$ cat src/rtl/pipe_scroller.sv
// -----------------------------------------------------------------------------
// pipe_scroller
//
// Purpose:
//   Maintains the single pipe currently on screen for the collision checker.
//   The pipe scrolls left by a fixed step on each frame tick. When it reaches
//   the left screen edge it respawns at the right screen edge, with a new
//   pseudo-random gap height. The block also counts the pipes the bird has
//   passed. It follows the collision checker's Start/Ack/Lose handshake:
//   IDLE -> SCROLL on Start, SCROLL -> FROZEN on Lose, FROZEN -> IDLE on Ack.
//
// Configuration macro:
//   PIPE_SPEEDUP_EN - when defined, the scroll step grows by 1 px for every
//                     8 points scored, capped at 2*SCROLL_STEP. When it is
//                     undefined, the step is the constant SCROLL_STEP.
//
// Ports:
//   Clk            in   system clock
//   reset          in   synchronous, active-low reset
//   Start          in   begin a game
//   Ack            in   acknowledge a loss
//   Lose           in   loss indication from the collision checker
//   Tick           in   one-cycle frame pulse
//   X_Edge_Left    out  pipe left edge (saturates at 0)
//   X_Edge_Right   out  pipe right edge
//   Y_Edge_Top     out  bottom of the upper pipe
//   Y_Edge_Bottom  out  top of the lower pipe
//   Score          out  pipes passed this game (saturates at 255)
//   Score_Pulse    out  one-cycle pulse on each score increment
//   Q_Idle/Q_Scroll/Q_Frozen  out  one-hot state
// -----------------------------------------------------------------------------
module pipe_scroller #(
    parameter int SCREEN_W    = 640,
    parameter int PIPE_W      = 40,
    parameter int GAP_H       = 120,
    parameter int Y_MIN       = 60,
    parameter int Y_MAX       = 300,
    parameter int SCROLL_STEP = 2,
    parameter int BIRD_X      = 200
) (
    input  logic       Clk,
    input  logic       reset,
    input  logic       Start,
    input  logic       Ack,
    input  logic       Lose,
    input  logic       Tick,
    output logic [9:0] X_Edge_Left,
    output logic [9:0] X_Edge_Right,
    output logic [9:0] Y_Edge_Top,
    output logic [9:0] Y_Edge_Bottom,
    output logic [7:0] Score,
    output logic       Score_Pulse,
    output logic       Q_Idle,
    output logic       Q_Scroll,
    output logic       Q_Frozen
);

    localparam int         RANGE     = Y_MAX - Y_MIN;
    localparam logic [9:0] XR_SPAWN  = 10'(SCREEN_W + PIPE_W);
    localparam logic [9:0] Y_TOP_RST = 10'(Y_MIN + RANGE / 2);
    localparam logic [9:0] PIPE_W10  = 10'(PIPE_W);
    localparam logic [9:0] GAP_H10   = 10'(GAP_H);
    localparam logic [9:0] BIRD_X10  = 10'(BIRD_X);
    localparam logic [7:0] LFSR_SEED = 8'hA5;

    typedef enum logic [1:0] {
        S_IDLE   = 2'd0,
        S_SCROLL = 2'd1,
        S_FROZEN = 2'd2
    } state_t;

    // Fibonacci LFSR for x^8+x^6+x^5+x^4+1. The bits shifted out of the
    // left-shifted register sit at positions 7,5,4,3.
    function automatic logic [7:0] lfsr_next(input logic [7:0] cur);
        logic fb;
        fb = cur[7] ^ cur[5] ^ cur[4] ^ cur[3];
        return {cur[6:0], fb};
    endfunction

    // Folds the 8-bit random value into the legal gap range. One subtraction
    // is enough because the range is at least 128.
    function automatic logic [9:0] gap_top(input logic [7:0] rnd);
        logic [7:0] off;
        off = rnd;
        if (off > 8'(RANGE)) begin
            off = off - 8'(RANGE);
        end else begin
            off = rnd;
        end
        return 10'(Y_MIN) + {2'b00, off};
    endfunction

    state_t     state_q,  state_d;
    logic [9:0] xr_q,     xr_d;
    logic [9:0] top_q,    top_d;
    logic [7:0] score_q,  score_d;
    logic       pulse_q,  pulse_d;
    logic       passed_q, passed_d;
    logic [7:0] lfsr_q,   lfsr_d;

    logic [9:0] step_s;
    logic [9:0] xr_new_s;

`ifdef PIPE_SPEEDUP_EN
    logic [4:0] bonus_s;

    // Speed bonus: +1 px per 8 points scored before this tick, capped at SCROLL_STEP.
    always_comb begin
        bonus_s = score_q[7:3];
        if (bonus_s > 5'(SCROLL_STEP)) begin
            bonus_s = 5'(SCROLL_STEP);
        end else begin
            bonus_s = score_q[7:3];
        end
        step_s = 10'(SCROLL_STEP) + {5'b00000, bonus_s};
    end
`else
    assign step_s = 10'(SCROLL_STEP);
`endif

    assign xr_new_s = xr_q - step_s;

    // Next-state logic for the game FSM, the pipe position, the gap and the score.
    always_comb begin
        state_d  = state_q;
        xr_d     = xr_q;
        top_d    = top_q;
        score_d  = score_q;
        pulse_d  = 1'b0;
        passed_d = passed_q;
        if (lfsr_q == 8'h00) begin
            lfsr_d = LFSR_SEED;
        end else begin
            lfsr_d = lfsr_next(lfsr_q);
        end

        case (state_q)
            S_IDLE: begin
                if (Start) begin
                    state_d  = S_SCROLL;
                    xr_d     = XR_SPAWN;
                    top_d    = gap_top(lfsr_q);
                    score_d  = 8'd0;
                    passed_d = 1'b0;
                end else begin
                    state_d = S_IDLE;
                end
            end
            S_SCROLL: begin
                // A loss freezes the pipe before any same-cycle movement.
                if (Lose) begin
                    state_d = S_FROZEN;
                end else if (Tick) begin
                    if (xr_q <= step_s) begin
                        xr_d     = XR_SPAWN;
                        top_d    = gap_top(lfsr_q);
                        passed_d = 1'b0;
                    end else begin
                        xr_d = xr_new_s;
                        if ((xr_new_s < BIRD_X10) && !passed_q) begin
                            passed_d = 1'b1;
                            pulse_d  = 1'b1;
                            if (score_q != 8'hFF) begin
                                score_d = score_q + 8'd1;
                            end else begin
                                score_d = score_q;
                            end
                        end else begin
                            passed_d = passed_q;
                        end
                    end
                end else begin
                    state_d = S_SCROLL;
                end
            end
            S_FROZEN: begin
                if (Ack) begin
                    state_d = S_IDLE;
                end else begin
                    state_d = S_FROZEN;
                end
            end
            default: begin
                state_d = S_IDLE;
            end
        endcase
    end

    // State and datapath registers with synchronous active-low reset.
    always_ff @(posedge Clk) begin
        if (!reset) begin
            state_q  <= S_IDLE;
            xr_q     <= XR_SPAWN;
            top_q    <= Y_TOP_RST;
            score_q  <= 8'd0;
            pulse_q  <= 1'b0;
            passed_q <= 1'b0;
            lfsr_q   <= LFSR_SEED;
        end else begin
            state_q  <= state_d;
            xr_q     <= xr_d;
            top_q    <= top_d;
            score_q  <= score_d;
            pulse_q  <= pulse_d;
            passed_q <= passed_d;
            lfsr_q   <= lfsr_d;
        end
    end

    assign X_Edge_Right  = xr_q;
    assign X_Edge_Left   = (xr_q > PIPE_W10) ? (xr_q - PIPE_W10) : 10'd0;
    assign Y_Edge_Top    = top_q;
    assign Y_Edge_Bottom = top_q + GAP_H10;
    assign Score         = score_q;
    assign Score_Pulse   = pulse_q;
    assign Q_Idle        = (state_q == S_IDLE);
    assign Q_Scroll      = (state_q == S_SCROLL);
    assign Q_Frozen      = (state_q == S_FROZEN);

endmodule

$ cat config.mk
export PLATFORM = sky130hd
export DESIGN_NAME = pipe_scroller
export DESIGN_NICKNAME = d
export VERILOG_FILES = /design/src/rtl/pipe_scroller.sv
export SDC_FILE = /design/constraint.sdc
export NUM_CORES = 1
export LEC_CHECK = 0
export ABC_CLOCK_PERIOD_IN_PS = 2200
export BUFFER_PORTS_ARGS = -buffer_cell sky130_fd_sc_hd__buf_2
export CAP_MARGIN = 20
export CORE_ASPECT_RATIO = 1.1
export CORE_MARGIN = 2
export CORE_UTILIZATION = 48
export DETAILED_ROUTE_END_ITERATION = 16
export PLACE_DENSITY = 0.77
export SLEW_MARGIN = 20
export SYNTH_ARGS = -nofsm -noshare
export SYNTH_HDL_FRONTEND = slang
export SYNTH_SLANG_ARGS = --single-unit
$ cat constraint.sdc
create_clock -name Clk -period 2.2 [get_ports Clk]
set_input_delay 0.11 -clock Clk [delete_from_list [all_inputs] [get_ports Clk]]
set_output_delay 0.11 -clock Clk [all_outputs]
set_load 0.02 [all_outputs]
==> flow_summary.ini <==
[run_status]
status = finished, violations left
violations = setup timing

[critical_path]
worstSetupPathType = flop to flop
endpoint_kind = flop
critPathSlowestCell = or4_4
crit_path_max_incr_delay_ns = 0.61
cp-start-kind = flop
cp_cell_sequence = or4_4, a2111oi_4, buf_4, a211oi_2, nor4b_4, buf_4, nand4_1, mux2i_1
worst-endpoint-required_ns = 2.43
crit_fanout = 7
arrival_ns = 2.44
cp_common_cell = buf_4

[route]
drt-initial-drc-count = 91
wl_per_cell_um = 13.4
viasPerCell = 5.44
ant_nets = 0
drt_drc_violations_left = 0
dr.pass1.iters = 5
vias = 2301
wl_um = 5690

[yosys]
syn_area_mm2 = 0.00228
synthDistinctLibCells = 51
yosysWarnings = 0
synth_top_cell_by_area = dfxtp_1
async_flop_share_pct = 0
synth_commonest_cells = 39 x nand2_1, 38 x dfxtp_1, 34 x nor2_1
synth_top_area_share_pct = 33.4
synth_area_leaders = dfxtp_1 33%, nand2_1 6.4%, nor2_1 5.6%
syn_area_per_cell_um2 = 7.80
seq_area_frac_synth_pct = 33.4
synth_cells = 292
synthFlopType = dfxtp_1
synth-edff-count = 0
ys_seq_elements = 38
yosysMostFrequentCell = nand2_1

[sta]
setup_viol = 2
tightest_slew_ns = 0.513
maxSlewHeadroom_pct = 65.6
hold_violations = 0
slew_violations = 0
fin_ws_ns = -0.0111
period_share_pct = 101
tns_ns = -0.0216
rsz0062_at_grt = true
clock_skew_ns = 0.00674
fin_crit_ns = 2.21
max_freq_ghz = 0.452

[power_and_ir_drop]
p_leak_nw = 1.30
peakVddDrop_uv = 450
power_density_mw_per_mm2 = 593

[placement]
dp_slack_ns = -0.0141
placed_area_mm2 = 0.00276
gp_congestion = 0.844
port_buffers = 54
dpl.hpwl_um = 4130

[cells_and_area]
final_layout_size_suffix_gt1_share_pct = 31.3
final_core_util_pct = 64.8
area_delta_synth_final_pct = 31.4
nets = 382
insertedDiodeCount = 0
final_area_mm2 = 0.00299

[clock_network]
clock-sinks = 38
cts_max_level = 2
clk_latency_ns = 0.30
tritoncts = done
clkTransAtPathRegs_ns = 0.08
cts_buffer_depth = 2
cts_buffers = 5
clockRootBuffer = clkbuf_8

[die]
die_y_um = 76.2
rows = 26
die_area_mm2 = 0.00531
core_mm2 = 0.00462
start_util_pct = 49.3
die_w_um = 69.7
pin_count = 58

[global_route]
grt_pass1_wl_um = 9430
antenna_found_initial = 0
grt_util_all_layers_pct = 21.2
overflow = 0
grt_pass1_vias = 2046
grt_max_degree = 14

[worst_hold_path]
hold_class = primary input to flop

[run]
drv_cap = 0
repair_timing:
item,4_1_cts,5_1_grt
gates resized for setup,3,18
pin swaps,3,10
hold buffers,0,0
endpoints found under the setup margin,4,18
hold endpoints to repair,0,0
setup buffers,1,3
flip-flops by register name, indices dropped and copies added, names as in the netlist:
register      flops
Y_Edge_Top        9
X_Edge_Right      9
state_q           2
Score_Pulse       1
lfsr_q            8
Score             8
passed_q          1
power by group:
group	internal [W]	switching [W]
Combinational	0.000161	0.000241
Sequential	0.000723	0.0000463
Clock	0.000337	0.000267
path summary, 6_finish.rpt:
path	from	end	slack (ns)	cells after the start
max	X_Edge_Right[1]	Score[4]	-0.01	8
min reg2reg	Y_Edge_Top[1]	Y_Edge_Top[1]	0.47	2
min	Lose	Score_Pulse	0.04	2
max reg2reg	X_Edge_Right[1]	Score[4]	-0.01	8
per-layer routing:
| layer | part of all wire [%] | track usage, % | routed length, µm |
|---|---|---|---|
| met1 | 45 | 27.2 | 2570 |
| met2 | 49 | 35.7 | 2760 |
| met3 | 4.5 | 4.50 | 257 |
| met4 | 1.8 | 6.73 | 100 |
| met5 | 0 | 0 | 0 |
metrics by stage:
step / std cells / total power (W) / hold WS [ns]
after floorplan: 294 / 0.00105 / 0.188
after global placement: 411 / 0.00115 / 0.331
after detailed placement: 411 / 0.00116 / 0.340
after CTS: 420 / 0.00177 / 0.0317
after global routing: 423 / 0.00186 / 0.0433
final: 423 / 0.00177 / 0.0385
cell families after synthesis:
| logic type | synth area share [%] |
|---|---|
| buffers and inverters | 6.54 |
| XOR/XNOR | 6.54 |
| AND/OR/NAND/NOR | 28.7 |
| flip-flops | 33.4 |
| AO/OA/AOI/OAI | 18.2 |
| multiplexers | 0.879 |
| adder cells (fa/ha/maj) | 5.49 |
| other | 0.165 |
cells in the final DEF (no fill, tap or decap), types with 4 or more instances in the layout:
master    Yosys  layout
or3_1         4       4
nor3_1       10      10
clkbuf_8      0       5
dfxtp_1      38      35
nand3_1       8       8
nor2b_1       4       4
o22ai_1       4       4
buf_6         0       4
o21ai_0       7       6
inv_1        16      16
ha_1         10       8
nand2_1      39      38
nand2b_1      7       6
buf_4         6      24
buf_2         2      54
xor2_1        7       7
and2_1        6       6
nor2_1       34      33
xnor2_1      10       9
a21oi_1      19      16
critical path, delay by kind of cell (launching register included):
kind            cells  cell delay (ns)
simple gates        3             0.85
compound gates      2             0.40
flops               1             0.36
buf+inv             2             0.34
mux                 1             0.18
layout make-up:
class | count | area [µm²]
clock buffers | 5 | 68.8
repair buffers | 82 | 495
well taps | 56 | 70.1
multi-input cells | 223 | 1480
clock inverters | 3 | 45.0
inverters | 16 | 60.1
flip-flops and latches | 38 | 769
fillers | 387 | 1630
Note: power is estimated with default switching activity, not from simulation.
